### src/rtl/fetch_ctrl_pkg.sv
// Shared types for the fetch-stage sequencer: FSM states and redirect sources.
// Used by fetch_seq_ctrl and fetch_redirect_latch.
package fetch_ctrl_pkg;

   localparam int CNT_W = 32;

   typedef enum logic [2:0] {
      BOOT,
      RUN,
      STALL,
      MEMWAIT,
      HALT
   } fetch_state_e;

   typedef enum logic [1:0] {
      NONE,
      BRANCH,
      EXC
   } redirect_src_e;

endpackage

### src/rtl/fetch_redirect_latch.sv
// One-entry pending redirect register plus the exception-over-branch priority
// merge of the live request with whatever is already pending.
module fetch_redirect_latch
   import fetch_ctrl_pkg::*;
#(
   parameter int ADDR_W = 32
) (
   input  logic              CLK,
   input  logic              RESET,
   input  logic              br_taken,
   input  logic [ADDR_W-1:0] br_target,
   input  logic              exc_req,
   input  logic [ADDR_W-1:0] exc_vector,
   input  logic              br_accept,
   input  logic              issue,
   output redirect_src_e     merged_src,
   output logic [ADDR_W-1:0] merged_addr
);

   redirect_src_e     pend_src;
   logic [ADDR_W-1:0] pend_addr;

   // A new branch replaces a pending branch but never a pending exception.
   always_comb begin
      merged_src  = pend_src;
      merged_addr = pend_addr;
      if (exc_req) begin
         merged_src  = EXC;
         merged_addr = exc_vector;
      end else if (br_taken && br_accept && (pend_src != EXC)) begin
         merged_src  = BRANCH;
         merged_addr = br_target;
      end
   end

   // NOTE: state updates use non-blocking assignment so every flop samples pre-edge values.
   always_ff @(posedge CLK or negedge RESET) begin
      if (!RESET) begin
         pend_src  <= NONE;
         pend_addr <= '0;
      end else begin
         pend_src  <= issue ? NONE : merged_src;
         pend_addr <= merged_addr;
      end
   end

endmodule

### src/rtl/fetch_seq_ctrl.sv
// Instruction-fetch sequencer: boot hold, memory wait/timeout, decode stall, halt and redirects.
// Optional perf counters are built when FETCH_PERF_CNT_EN is defined.
module fetch_seq_ctrl
   import fetch_ctrl_pkg::*;
#(
   parameter int ADDR_W      = 32,
   parameter int BOOT_CYCLES = 2,
   parameter int MEM_TIMEOUT = 15
) (
   input  logic              CLK,
   input  logic              RESET,
   input  logic              id_stall,
   input  logic              br_taken,
   input  logic [ADDR_W-1:0] br_target,
   input  logic              exc_req,
   input  logic [ADDR_W-1:0] exc_vector,
   input  logic              im_ready,
   input  logic              halt_req,
   input  logic              resume,
   output logic              no_new_fetch,
   output logic              FREEZE,
   output logic              taken_branch1,
   output logic [ADDR_W-1:0] nextInstruction_address,
   output logic              fetchNull2,
   output logic              fetch_timeout,
   output logic [CNT_W-1:0]  stall_cnt,
   output logic [CNT_W-1:0]  redirect_cnt
);

   localparam int BOOT_W = (BOOT_CYCLES < 2) ? 1 : $clog2(BOOT_CYCLES);
   localparam int WAIT_W = ($clog2(MEM_TIMEOUT + 1) > 4) ? $clog2(MEM_TIMEOUT + 1) : 4;

   fetch_state_e      state, next_state;
   logic [BOOT_W-1:0] boot_cnt, boot_cnt_d;
   logic [WAIT_W-1:0] wait_cnt, wait_cnt_d;
   logic              timeout_d, nnf_d, freeze_d, issue, br_accept, redirect_valid;
   logic [ADDR_W-1:0] addr_d, merged_addr;
   redirect_src_e     merged_src;

   // Branches are only meaningful while the pipeline is live; BOOT/HALT keep exceptions only.
   assign br_accept      = (state == RUN) || (state == STALL) || (state == MEMWAIT);
   assign redirect_valid = (merged_src != NONE);

   fetch_redirect_latch #(.ADDR_W(ADDR_W)) u_redirect (
      .CLK         (CLK),
      .RESET       (RESET),
      .br_taken    (br_taken),
      .br_target   (br_target),
      .exc_req     (exc_req),
      .exc_vector  (exc_vector),
      .br_accept   (br_accept),
      .issue       (issue),
      .merged_src  (merged_src),
      .merged_addr (merged_addr)
   );

   // NOTE: every signal gets a default before the case so no latch is inferred.
   always_comb begin
      next_state = state;
      boot_cnt_d = boot_cnt;
      wait_cnt_d = '0;
      timeout_d  = fetch_timeout;
      issue      = 1'b0;
      unique case (state)
         BOOT: begin
            if (boot_cnt == BOOT_W'(BOOT_CYCLES - 1)) begin
               next_state = RUN;
               issue      = redirect_valid;
            end else begin
               boot_cnt_d = boot_cnt + BOOT_W'(1);
            end
         end
         RUN, STALL: begin
            if (redirect_valid) begin
               issue = 1'b1;
               if (halt_req)      next_state = HALT;
               else if (id_stall) next_state = STALL;
               else               next_state = RUN;
            end else if (state == STALL) begin
               if (!id_stall) next_state = RUN;
            end else if (!im_ready) begin
               next_state = MEMWAIT;
               wait_cnt_d = WAIT_W'(1);
            end else if (id_stall) begin
               next_state = STALL;
            end else if (halt_req) begin
               next_state = HALT;
            end
         end
         MEMWAIT: begin
            if (im_ready) begin
               next_state = RUN;
               issue      = redirect_valid;
            end else if (wait_cnt >= WAIT_W'(MEM_TIMEOUT)) begin
               timeout_d  = 1'b1;
               next_state = HALT;
            end else begin
               wait_cnt_d = wait_cnt + WAIT_W'(1);
            end
         end
         HALT: begin
            if (resume && !fetch_timeout) begin
               next_state = RUN;
               issue      = redirect_valid;
            end
         end
         default: next_state = BOOT;
      endcase

      // A redirect cycle always lets the new fetch through, even on the way into HALT.
      nnf_d    = (next_state != RUN) && !issue;
      freeze_d = ((next_state == BOOT) || (next_state == HALT)) && !issue;
      addr_d   = issue ? merged_addr : nextInstruction_address;
   end

   always_ff @(posedge CLK or negedge RESET) begin
      if (!RESET) begin
         state                   <= BOOT;
         boot_cnt                <= '0;
         wait_cnt                <= '0;
         FREEZE                  <= 1'b1;
         no_new_fetch            <= 1'b1;
         taken_branch1           <= 1'b0;
         nextInstruction_address <= '0;
         fetchNull2              <= 1'b0;
         fetch_timeout           <= 1'b0;
      end else begin
         state                   <= next_state;
         boot_cnt                <= boot_cnt_d;
         wait_cnt                <= wait_cnt_d;
         FREEZE                  <= freeze_d;
         no_new_fetch            <= nnf_d;
         taken_branch1           <= issue;
         nextInstruction_address <= addr_d;
         fetchNull2              <= issue;
         fetch_timeout           <= timeout_d;
      end
   end

`ifdef FETCH_PERF_CNT_EN
   always_ff @(posedge CLK or negedge RESET) begin
      if (!RESET) begin
         stall_cnt    <= '0;
         redirect_cnt <= '0;
      end else begin
         if (no_new_fetch && ((state == STALL) || (state == MEMWAIT)))
            stall_cnt <= stall_cnt + CNT_W'(1);
         if (issue)
            redirect_cnt <= redirect_cnt + CNT_W'(1);
      end
   end
`else
   assign stall_cnt    = '0;
   assign redirect_cnt = '0;
`endif

endmodule

### config.mk
export PLATFORM = sky130hd
export DESIGN_NAME = fetch_seq_ctrl
export DESIGN_NICKNAME = d
export VERILOG_FILES = /design/src/rtl/fetch_ctrl_pkg.sv /design/src/rtl/fetch_redirect_latch.sv /design/src/rtl/fetch_seq_ctrl.sv
export SDC_FILE = /design/constraint.sdc
export NUM_CORES = 1
export LEC_CHECK = 0
export ABC_AREA = 1
export CORE_MARGIN = 2
export CORE_UTILIZATION = 30
export DETAILED_ROUTE_END_ITERATION = 8
export GPL_ROUTABILITY_DRIVEN = 0
export PLACE_DENSITY = 0.6
export SYNTH_ARGS = -nofsm -noshare
export SYNTH_HDL_FRONTEND = slang
export SYNTH_SLANG_ARGS = --single-unit
export TNS_END_PERCENT = 20
### constraint.sdc
create_clock -name CLK -period 1.5 [get_ports CLK]
set_input_delay 0.15 -clock CLK [delete_from_list [all_inputs] [get_ports CLK]]
set_output_delay 0.15 -clock CLK [all_outputs]
set_load 0.01 [all_outputs]
; ---- Word level (Yosys, flattened, before mapping)
; Cells that the tools add are included.
[classes]
add_sub_neg = 2
magnitude_cmp = 1
eq_ne = 7
muxes = 30
bitwise = 1
reduce_logical = 15
[op_table]
columns = operator, n
row1 = 2-to-1 mux 32 bit, 2
row2 = 2-to-1 mux 3 bit, 11
row3 = one-hot mux 3 bit (4 select lines), 1
row4 = 2-to-1 mux 1 bit, 8
row5 = 2-to-1 mux 2 bit, 4
row6 = 2-to-1 mux 4 bit, 2
row7 = one-hot mux 4 bit (2 select lines), 1
row8 = "== test 3 x 2 -> 1 bit, second input constant", 2
row9 = "== test 3 bit, second input constant", 2
row10 = logical NOT 3 bit, 2
row11 = logical AND 1 bit, 5
row12 = "adder 4 x 1 -> 4 bit, second input constant", 1
row13 = "greater-or-equal comparator 4 bit, second input constant", 1
row14 = one-hot mux 1 bit (4 select lines), 1
row15 = "== test 3 x 1 -> 1 bit, second input constant", 1
row16 = logical OR 1 bit, 3
row17 = "!= test 3 x 1 -> 1 bit, second input constant", 1
row18 = AND reduction 3 bit, 1
row19 = logical NOT 1 bit, 2
row20 = "!= test 2 bit, second input constant", 1
row21 = nonzero test 2 bit, 1
row22 = OR reduction 2 bit, 1
row23 = "adder 1 bit, second input constant", 1
row24 = inverter 1 bit, 1
[word_totals]
regBits = 78
input_bits = 72
output_inout_bits = 101
elab_cells = 66

; ---- Depth between registers and ports, before layout
[depth]
depth_word = 13
mapped_depth = 11
ltp_nobuf = 10

; ---- By module
; From an unflattened synthesis, not the netlist that was laid out.
[unflattened]
cells_unflattened = 587
area_unflattened_um2 = 4377.9
[by_module_without_submodules]
columns = mod, instances, cells_each, area_per_inst_um2
row1 = fetch_seq_ctrl, 1, 300, 2402.3
row2 = fetch_redirect_latch, 1, 287, 1975.6

; ---- Worst setup path after synthesis
; Ideal clock, no wire load.
[synth_path]
kind = register to register
from = register state[0]
to = register nextInstruction_address[10]
setup_ns = 0.117
arrival_ns = 1.526
slack_ns = -0.143
path_stages_with_launch = 12
synth_period_minus_slack_ns = 1.643
path_cell_list = dfrtp_1 -> nor2_1 -> nand2_1 -> nor2_1 -> nor2_1 -> nand2_1 -> nor2_1 -> nor3_4 -> inv_2 -> buf_6 -> nand2_1 -> nand2_1
[synth_via]
elab_chain_len = 10
[synth_rtl]
columns = element, line_no
row1 = from (decl), fetch_seq_ctrl.sv:33  ; fetch_state_e state, next_state;
row2 = from (signal assigned), fetch_seq_ctrl.sv:128  ; state <= next_state;
row3 = == test 3 x 1 -> 1 bit / == test 3 x 2 -> 1 bit (equally long branches), "fetch_seq_ctrl.sv:41, fetch_seq_ctrl.sv:64"
row4 = logical OR 1 bit (2 in series), fetch_seq_ctrl.sv:41  ; assign br_accept = (state == RUN) || (state == STALL) || (state == MEMWAIT);
row5 = logical AND 1 bit (2 in series), fetch_redirect_latch.sv:30  ; end else if (br_taken && br_accept && (pend_src != EXC)) begin
row6 = 2-to-1 mux 2 bit, fetch_redirect_latch.sv:30
row7 = 2-to-1 mux 2 bit, fetch_redirect_latch.sv:27  ; if (exc_req) begin
row8 = nonzero test 2 bit, fetch_seq_ctrl.sv:42  ; assign redirect_valid = (merged_src != NONE);
row9 = 2-to-1 mux 1 bit (on tied branches), --
row10 = one-hot mux 1 bit (4 select lines), fetch_seq_ctrl.sv:64  ; unique case (state)
row11 = to (signal assigned), fetch_seq_ctrl.sv:134  ; nextInstruction_address <= addr_d;
row12 = to (decl), fetch_seq_ctrl.sv:23  ; output logic [ADDR_W-1:0] nextInstruction_address,
; Parallel ways exist; a longest one is shown, timed or not.
; A chain may end at the register's enable or synchronous reset.

; ---- Worst setup path in the final report
[layout_path]
from = register state[0]
to = register nextInstruction_address[20]
; The elaborated chain is that of the path after synthesis.

==> impl_metrics.env <==
export IMPL_status="finished with violations"
export IMPL_violations="negative setup slack"
export IMPL_num_vias=3405
export IMPL_maxSlewViolCount=0
export IMPL_fin_skew_ns=0.00764
export IMPL_vias_per_cell=4.30
export IMPL_synthTopCellsByArea="dfrtp_1 49%, nand2_1 18%, buf_4 13%, a31oi_1 5.2%, nor2_1 4.2%"
export IMPL_synth_top_area_cell="dfrtp_1"
export IMPL_final_cells=792
export IMPL_drive_above_1_share=0.168
export IMPL_finalSetupViolCount=37
export IMPL_switching_share=0.365
export IMPL_yosys_area_share_simple=0.246
export IMPL_h_tree_depth=3
export IMPL_p_switching_mw=4.20
export IMPL_synth_seq_cells=78
export IMPL_dpl_hpwl_mm=7.34
export IMPL_core_area_um2=12600
export IMPL_start_kind="flop"
export IMPL_mostFrequentLayoutCell="nand2_1"
export IMPL_antenna_found_initial=0
export IMPL_rows=41
export IMPL_cp_required_ns=1.76
export IMPL_finalHoldViolCount=0
export IMPL_clk_latency_ns=0.33
export IMPL_synth_top_family_by_area="simple AND/OR/NAND/NOR gates"
export IMPL_multi_input_area_um2=1670
export IMPL_hp_class="input port to asynchronous set/reset pin"
export IMPL_grt_max_degree=39
export IMPL_fp_dieH_um=118
export IMPL_ys_seq_area_frac=0.505
export IMPL_wl_per_cell_um=12.6
export IMPL_area_growth_pct=50.3
export IMPL_maxCapViolations=0
export IMPL_hold_slack_ns=0.259
export IMPL_cts_tree="yes"
export IMPL_portBuffers=108
export IMPL_postSynthAreaPerCell_um2=8.16
export IMPL_postPlaceCellArea_um2=5130
export IMPL_totalWireLength_mm=10.0
export IMPL_synth_mux_area_frac=0
export IMPL_grt_overflow=0
export IMPL_final_antenna_net_count=0
export IMPL_synth_top_cell_area_share=0.492
export IMPL_dieArea_um2=13800
export IMPL_crit_arrival_ns=1.90
export IMPL_drt_iter0_drc=86
export IMPL_p_clk_frac=0.207
export IMPL_p_per_area_nw_per_um2=1980
export IMPL_grt_pass1_vias=3410
export IMPL_stdcell_area_um2=5810
export IMPL_fin_crit_ns=1.64
export IMPL_ys_warn_count=0
export IMPL_synth_cell_type_count=22
export IMPL_die_w_um=118
export IMPL_cpMaxStageDelayCell="dfrtp_2"
export IMPL_synth_compound_area_frac=0.0692
export IMPL_path_cells="nor2_4, nand2_2, nor2_4, nor2_1, nand2_1, nor2_2, nor3_4, buf_6, buf_12, nand2_1, nand2_1"
export IMPL_clk_path_buf_depth=2
export IMPL_cp_max_fo=18
export IMPL_final_util=0.461
export IMPL_netlist_area_um2=3870
export IMPL_dpl_cell_count=769
export IMPL_crit_buf_inv=2
export IMPL_grt_pass1_wl_mm=16.3
export IMPL_fin_nets=688
export IMPL_track_usage=0.145
export IMPL_antenna_cells=0
export IMPL_p_total_mw=11.5
export IMPL_synth_adder_area_share=0.00324
export IMPL_cts_clk_slew_worst_paths_ns=0.06
export IMPL_clock_fmax_mhz=608
export IMPL_p_leak_nw=2.77
export IMPL_clock_sinks=78
export IMPL_initial_core_util=0.306
export IMPL_critical_path_top_delay_family="simple AND/OR/NAND/NOR gates"
export IMPL_cts_made_buffers=9
export IMPL_cts_root_buf="clkbuf_16"
export IMPL_synthCells=474
export IMPL_worst_setup_path_type="flop to flop"
export IMPL_seq_area_um2=1960
export IMPL_pwr_share_comb=0.501
export IMPL_internal_power_mw=7.30
export IMPL_final_cell_mix="178 x nand2_1, 105 x clkdlybuf4s50_1, 74 x dfrtp_1"
export IMPL_fillerInstances=1207
export IMPL_first_pass_iters=4
export IMPL_cp_common_cell="nand2_1"
export IMPL_fin_ws_ns=-0.145
export IMPL_grt_setup_unrepaired="true"
export IMPL_timing_setup_tns_ns=-4.32
export IMPL_post_place_ws_ns=-0.228
export IMPL_max_stage_delay_ns=0.46
export IMPL_drc=0
export IMPL_ios=173
export IMPL_vdd_drop_max_mv=0.964
export IMPL_fin_crit_sh=1.10
export IMPL_endpoint_kind="flop"
export IMPL_pwr_share_seq=0.292
export IMPL_synth_xor_area_frac=0.00226
-- area by class of cell --
cell class | instances | share of cell area
well taps | 172 | 0.0370
clock buffers | 10 | 0.0411
clock inverters | 6 | 0.0161
repair buffers | 151 | 0.267
multi-input cells | 354 | 0.288
flip-flops and latches | 78 | 0.337
inverters | 21 | 0.0140
-- power groups by stage --
stage          Clock, mW  Combinational, mW  Sequential, mW
4_1_cts             2.44               5.41            3.36
6_report            2.39               5.76            3.36
3_5_place_dp           0               4.92            3.36
3_3_place_gp           0               4.82            3.36
2_1_floorplan          0               2.51            3.50
5_1_grt             2.54               6.32            3.45
-- sequential cells by signal (all words and copies together), names as in the netlist --
name,count
FREEZE,1
boot_cnt,1
fetchNull2,1
fetch_timeout,1
nextInstruction_address,32
no_new_fetch,1
state,3
u_redirect.pend_addr,32
u_redirect.pend_src,2
wait_cnt,4
-- Yosys cell counts --
library cell,count
nand3_1,15
xor2_1,1
dfrtp_1,76
conb_1,1
buf_2,5
nor3_1,1
nand4_1,2
o22ai_1,2
inv_1,18
nand2_1,181
nor3_4,1
clkbuf_1,9
ha_1,1
a21oi_1,6
dfstp_2,2
a31oi_1,32
o21ai_0,5
nor2_1,43
buf_1,1
inv_2,3
buf_4,66
buf_6,3
-- kinds of logic after synthesis --
logic type      Yosys count
fa+ha+maj                 1
compound gates           45
simple gates            243
flops                    78
xor+xnor                  1
buf+inv                 105
other cells               1
-- final timing paths --
path / cells past startpoint / slack (ns) / start / to
setup reg to reg: 11 / -0.14 / state[0]$_DFF_PN0_ / nextInstruction_address[20]$_DFFE_PN0P_
max in group asynchronous: 3 / 0.65 / RESET / nextInstruction_address[26]$_DFFE_PN0P_
hold reg to reg: 2 / 0.47 / nextInstruction_address[16]$_DFFE_PN0P_ / nextInstruction_address[16]$_DFFE_PN0P_
setup / recovery: 11 / -0.14 / state[0]$_DFF_PN0_ / nextInstruction_address[20]$_DFFE_PN0P_
min in group CLK: 3 / 0.41 / br_target[20] / u_redirect.pend_addr[20]$_DFF_PN0_
hold / removal: 2 / 0.26 / RESET / u_redirect.pend_addr[22]$_DFF_PN0_
-- per-layer routing --
| layer | track usage | routed length [µm] | vias up |
|---|---|---|---|
| li1 | - | - | 1651 |
| met1 | 0.183 | 4400 | 1619 |
| met2 | 0.253 | 4920 | 119 |
| met3 | 0.0325 | 582 | 16 |
| met4 | 0.0369 | 93 | 0 |
| met5 | 0 | 0 | - |
-- timing repair --
action,4_1_cts,5_1_grt
cloned,1,1
hold buffers,1,0
pin swaps,0,6
setup buffers,3,1
endpoints found under the setup margin,64,71
gates resized for setup,24,36
hold endpoints to repair,18,0
(Power assumes the default switching activity.)
==> variant 1 (same flow settings) <==
Re-encode `redirect_src_e` (3 values) as one-hot, 3 bits wide.
--- a/src/rtl/fetch_ctrl_pkg.sv
+++ b/src/rtl/fetch_ctrl_pkg.sv
@@ -13,8 +13,8 @@
    } fetch_state_e;
 
-   typedef enum logic [1:0] {
-      NONE,
-      BRANCH,
-      EXC
+   typedef enum logic [2:0] {
+      NONE   = 3'b001,
+      BRANCH = 3'b010,
+      EXC    = 3'b100
    } redirect_src_e;
 
Function: no difference found for any inputs over 10 cycles, from zero or initial values and one cycle with RESET low; not proved beyond that.
==> variant 1 against the original RTL <==
The run still ends with setup timing left; sequential power grew 2%; cell count unchanged; setup slack worse by 0.023 ns; maximum frequency decreased by 1.4%; cell area down 0.58%; area after synthesis grew 1.7%; sequential cell count grew 1; routed wire length up 4.2%; die area up 1.7%; power rose by 0.16%; critical endpoint unchanged; non-clock buffer count fell by 2; core utilization decreased by 0.64 points.
==> variant 1: results <==
group,metric,value,unit
status,run_status,"finished with violations",
status,failed_checks,"setup timing",
global_routing,grt_usage,14.48,%
placed_design,dp_slack,-0.2549,ns
power_and_ir_drop,swShare,38.57,%
sta,setup-tns-final,-5.293,ns
synthesis,synth.top_cells.by_area,"dfrtp_1 48%, nand2_1 14%, buf_4 13%",
power_and_ir_drop,p_seq,3.42,mW
cells_and_area,clock_area_share,5.089,%
worst_setup_path,regToRegSetupSlack,-0.17,ns
global_routing,grt_max_degree,80,
cells_and_area,multi_input_gates,359,
synthesis,ys_seq_area_share,50.33,%
cells_and_area,fill_cells,1240,
placed_design,place_inst,768,
cells_and_area,multi_input_area_share,29.34,%
synthesis,syn-mean-instance-area,8.267,µm²
placed_design,dp_hpwl,7.186,mm
cells_and_area,n_all_buffers,149,
placed_design,placed_area,5207,µm²
synthesis,synth-compound-area-share,10.72,%
worst_setup_path,r2r_cells,10,
routing,dr_total_vias,3397,
cells_and_area,nNonClkInverters,17,
sta,finalHoldWorstSlack,0.3590,ns
synthesis,synth_xor_area_share,0.2226,%
cts,clock_latency,0.33,ns
sta,finalSetupViolCount,40,
synthesis,synth_commonest_cells,"148 x nand2_1, 76 x dfrtp_1, 68 x a21oi_1, 67 x buf_4, 46 x nor2_1",
cells_and_area,drive_gt1_share,17.74,%
synthesis,synth_fa_ha_area_share,0.3180,%
sta,setup_slack,-0.1676,ns
global_routing,grt_pass1_wl,16.22,mm
power_and_ir_drop,power.total,11.52,mW
cells_and_area,regArea,1982,µm²
routing,viasPerCell,4.289,
synthesis,ys_ff_latch,79,
power_and_ir_drop,pwr-share-clk,18.2,%
worst_setup_path,crit_arrival,1.94,ns
power_and_ir_drop,p_leak,2.771,nW
cells_and_area,sh_seq_area,34.30,%
routing,drtIter0Drc,82,
worst_setup_path,crit_fanout,9,
variant 1: changes by cell type in the layout (fill, tap and decap cells not counted), moves of 3 or more:
cell	delta
a21oi_1	+42
a21oi_2	+21
a31oi_1	-9
a31oi_2	-22
buf_4	+3
buf_6	-3
inv_2	-4
nand2_1	-34
nand3_1	-4
variant 1: metal layers:
metal  global-route usage, %  up-vias  wire (µm)
li1                        -     1663          -
met2                   23.78      132       4910
met3                   4.585       12        703
met1                   18.09     1590       4647
met4                   4.613        0        149
met5                       0        -          0
variant 1: worst max-delay path, stage by stage, from the launching register on:
cell and delay (ns):
dfrtp_1 0.40, nor2_4 0.18, nand2_2 0.10, nor2_4 0.13, nor2_2 0.06, a31oi_4 0.24, nand2_4 0.12, inv_8 0.11
clkbuf_16 0.16, nand2_1 0.06, nand2_1 0.05
variant 1: repair_timing:
item	CTS	global route
buffers inserted	2	3
cloned	0	2
resized for setup	15	40
endpoints found under the setup margin	49	76
pin swaps	0	10
endpoints found under the hold margin	76	0
hold buffers	1	0
==> variant 2 (config.mk and constraints unchanged) <==
Made on the original files. `ADDR_W` is set to 32 in 2 places; all go to 64.
--- a/src/rtl/fetch_redirect_latch.sv
+++ b/src/rtl/fetch_redirect_latch.sv
@@ -4,5 +4,5 @@
    import fetch_ctrl_pkg::*;
 #(
-   parameter int ADDR_W = 32
+   parameter int ADDR_W = 64
 ) (
    input  logic              CLK,
--- a/src/rtl/fetch_seq_ctrl.sv
+++ b/src/rtl/fetch_seq_ctrl.sv
@@ -4,5 +4,5 @@
    import fetch_ctrl_pkg::*;
 #(
-   parameter int ADDR_W      = 32,
+   parameter int ADDR_W      = 64,
    parameter int BOOT_CYCLES = 2,
    parameter int MEM_TIMEOUT = 15
Ports: changed (resized br_target, exc_vector and nextInstruction_address); port bits go from 173 to 269. The function was not compared with the original's and may differ.
==> variant 2 against the original RTL <==
The flow still finishes with violations (setup timing); synthesized cell count grew 66%; power grew 80%; sequential share of layout area grew 0.97 points; cell area grew 77%; routed wire length grew 96%; clock power grew 95%; setup slack lost 0.087 ns; area after synthesis grew 67%; sequential cell count grew 64; critical path type unchanged; largest cell class unchanged; largest power group unchanged.
==> variant 2: results <==
group,metric,value,unit
routing,dr_total_vias,5802,
power_and_ir_drop,pwr-share-clk,22.5,%
sta,setup_slack,-0.2324,ns
floorplan,fp.dieArea,22770,µm²
cts,htreeDepth,4,
synthesis,synth_fa_ha_area_share,0.1932,%
cts,clock_latency,0.42,ns
cts,cts_resized,80,
power_and_ir_drop,p_leak,5.153,nW
placed_design,port_buffers,204,
cts,post-cts-setup-buffers,6,
worst_setup_path,crit_arrival,2.04,ns
cells_and_area,drive_gt1_share,14.95,%
cts,numCtsBuffers,17,
synthesis,synth-compound-area-share,7.227,%
synthesis,synth.top_cells.by_area,"dfrtp_1 54%, nand2_1 20%, buf_4 8.0%",
power_and_ir_drop,ir_drop,901.4,µV
placed_design,dp_hpwl,12.43,mm
status,run_status,"finished with violations",
sta,setup-tns-final,-15.24,ns
routing,drtIter0Drc,208,
synthesis,synth_cell_types,21,
routing,routed_wl,19.61,mm
worst_setup_path,cp-startpoint,"state[0]$_DFF_PN0_",
cells_and_area,fill_cells,2011,
global_routing,grt_usage,16.74,%
placed_design,placed_area,8882,µm²
cells_and_area,top_regs,"nextInstruction_address x64, u_redirect.pend_addr x64, wait_cnt x4",
global_routing,antenna_found_initial,1,
cells_and_area,num_antenna_cells,0,
power_and_ir_drop,net-switching-power,7.720,mW
power_and_ir_drop,pg_clk,4.66,mW
placed_design,place_inst,1260,
worst_setup_path,crit_fanout,10,
routing,wire_per_inst,15.02,µm
placed_design,dp_slack,-0.3518,ns
synthesis,ys_seq_area_share,54.92,%
cells_and_area,final_nets,1155,
cts,hold_buffers,1,
status,failed_checks,"setup timing",
global_routing,grt_pass1_wl,29.36,mm
synthesis,synthCells,785,
synthesis,muxShareOfSynthArea,0,%
global_routing,grt_max_degree,40,
power_and_ir_drop,p_seq,6.01,mW
cells_and_area,multi_input_area,2769,µm²
hold_path,hold_path.class,"input pin to async pin",
synthesis,synth_xor_area_share,0.1353,%
worst_setup_path,cp_slowest_cell,"dfrtp_2",
sta,skew,0.01101,ns
sta,finalSetupViolCount,115,
power_and_ir_drop,power_leader,"combinational logic",
worst_setup_path,r2r_cells,12,
global_routing,grt_pass1_vias,5623,
synthesis,synth_commonest_cells,"341 x nand2_1, 140 x dfrtp_1, 75 x nor2_1, 69 x buf_4, 64 x a31oi_1",
## variant 2: final cells by class
type	instances	share of cell area (%)
inverter	21	0.9624
multi-input combinational	578	26.96
timing repair buffer	258	27.79
clock buffer	21	4.483
sequential	142	34.64
clock inverter	10	1.815
tap	275	3.350
## variant 2: routing by layer
layer / share of wire [%] / track usage [%] / up-vias
li1: - / - / 2833
met1: 44 / 21.38 / 2758
met2: 48 / 27.61 / 192
met3: 7.0 / 4.729 / 19
met4: 1.2 / 5.140 / 0
met5: 0 / 0 / -
## variant 2: worst paths after layout
kind,end,slack (ns)
setup / recovery,nextInstruction_address[24]$_DFFE_PN0P_,-0.23
max in group asynchronous,u_redirect.pend_addr[13]$_DFF_PN0_,0.73
min in group CLK,u_redirect.pend_addr[14]$_DFF_PN0_,0.31
hold / removal,state[1]$_DFF_PN0_,0.21
setup reg to reg,nextInstruction_address[24]$_DFFE_PN0P_,-0.23
hold reg to reg,nextInstruction_address[50]$_DFFE_PN0P_,0.46
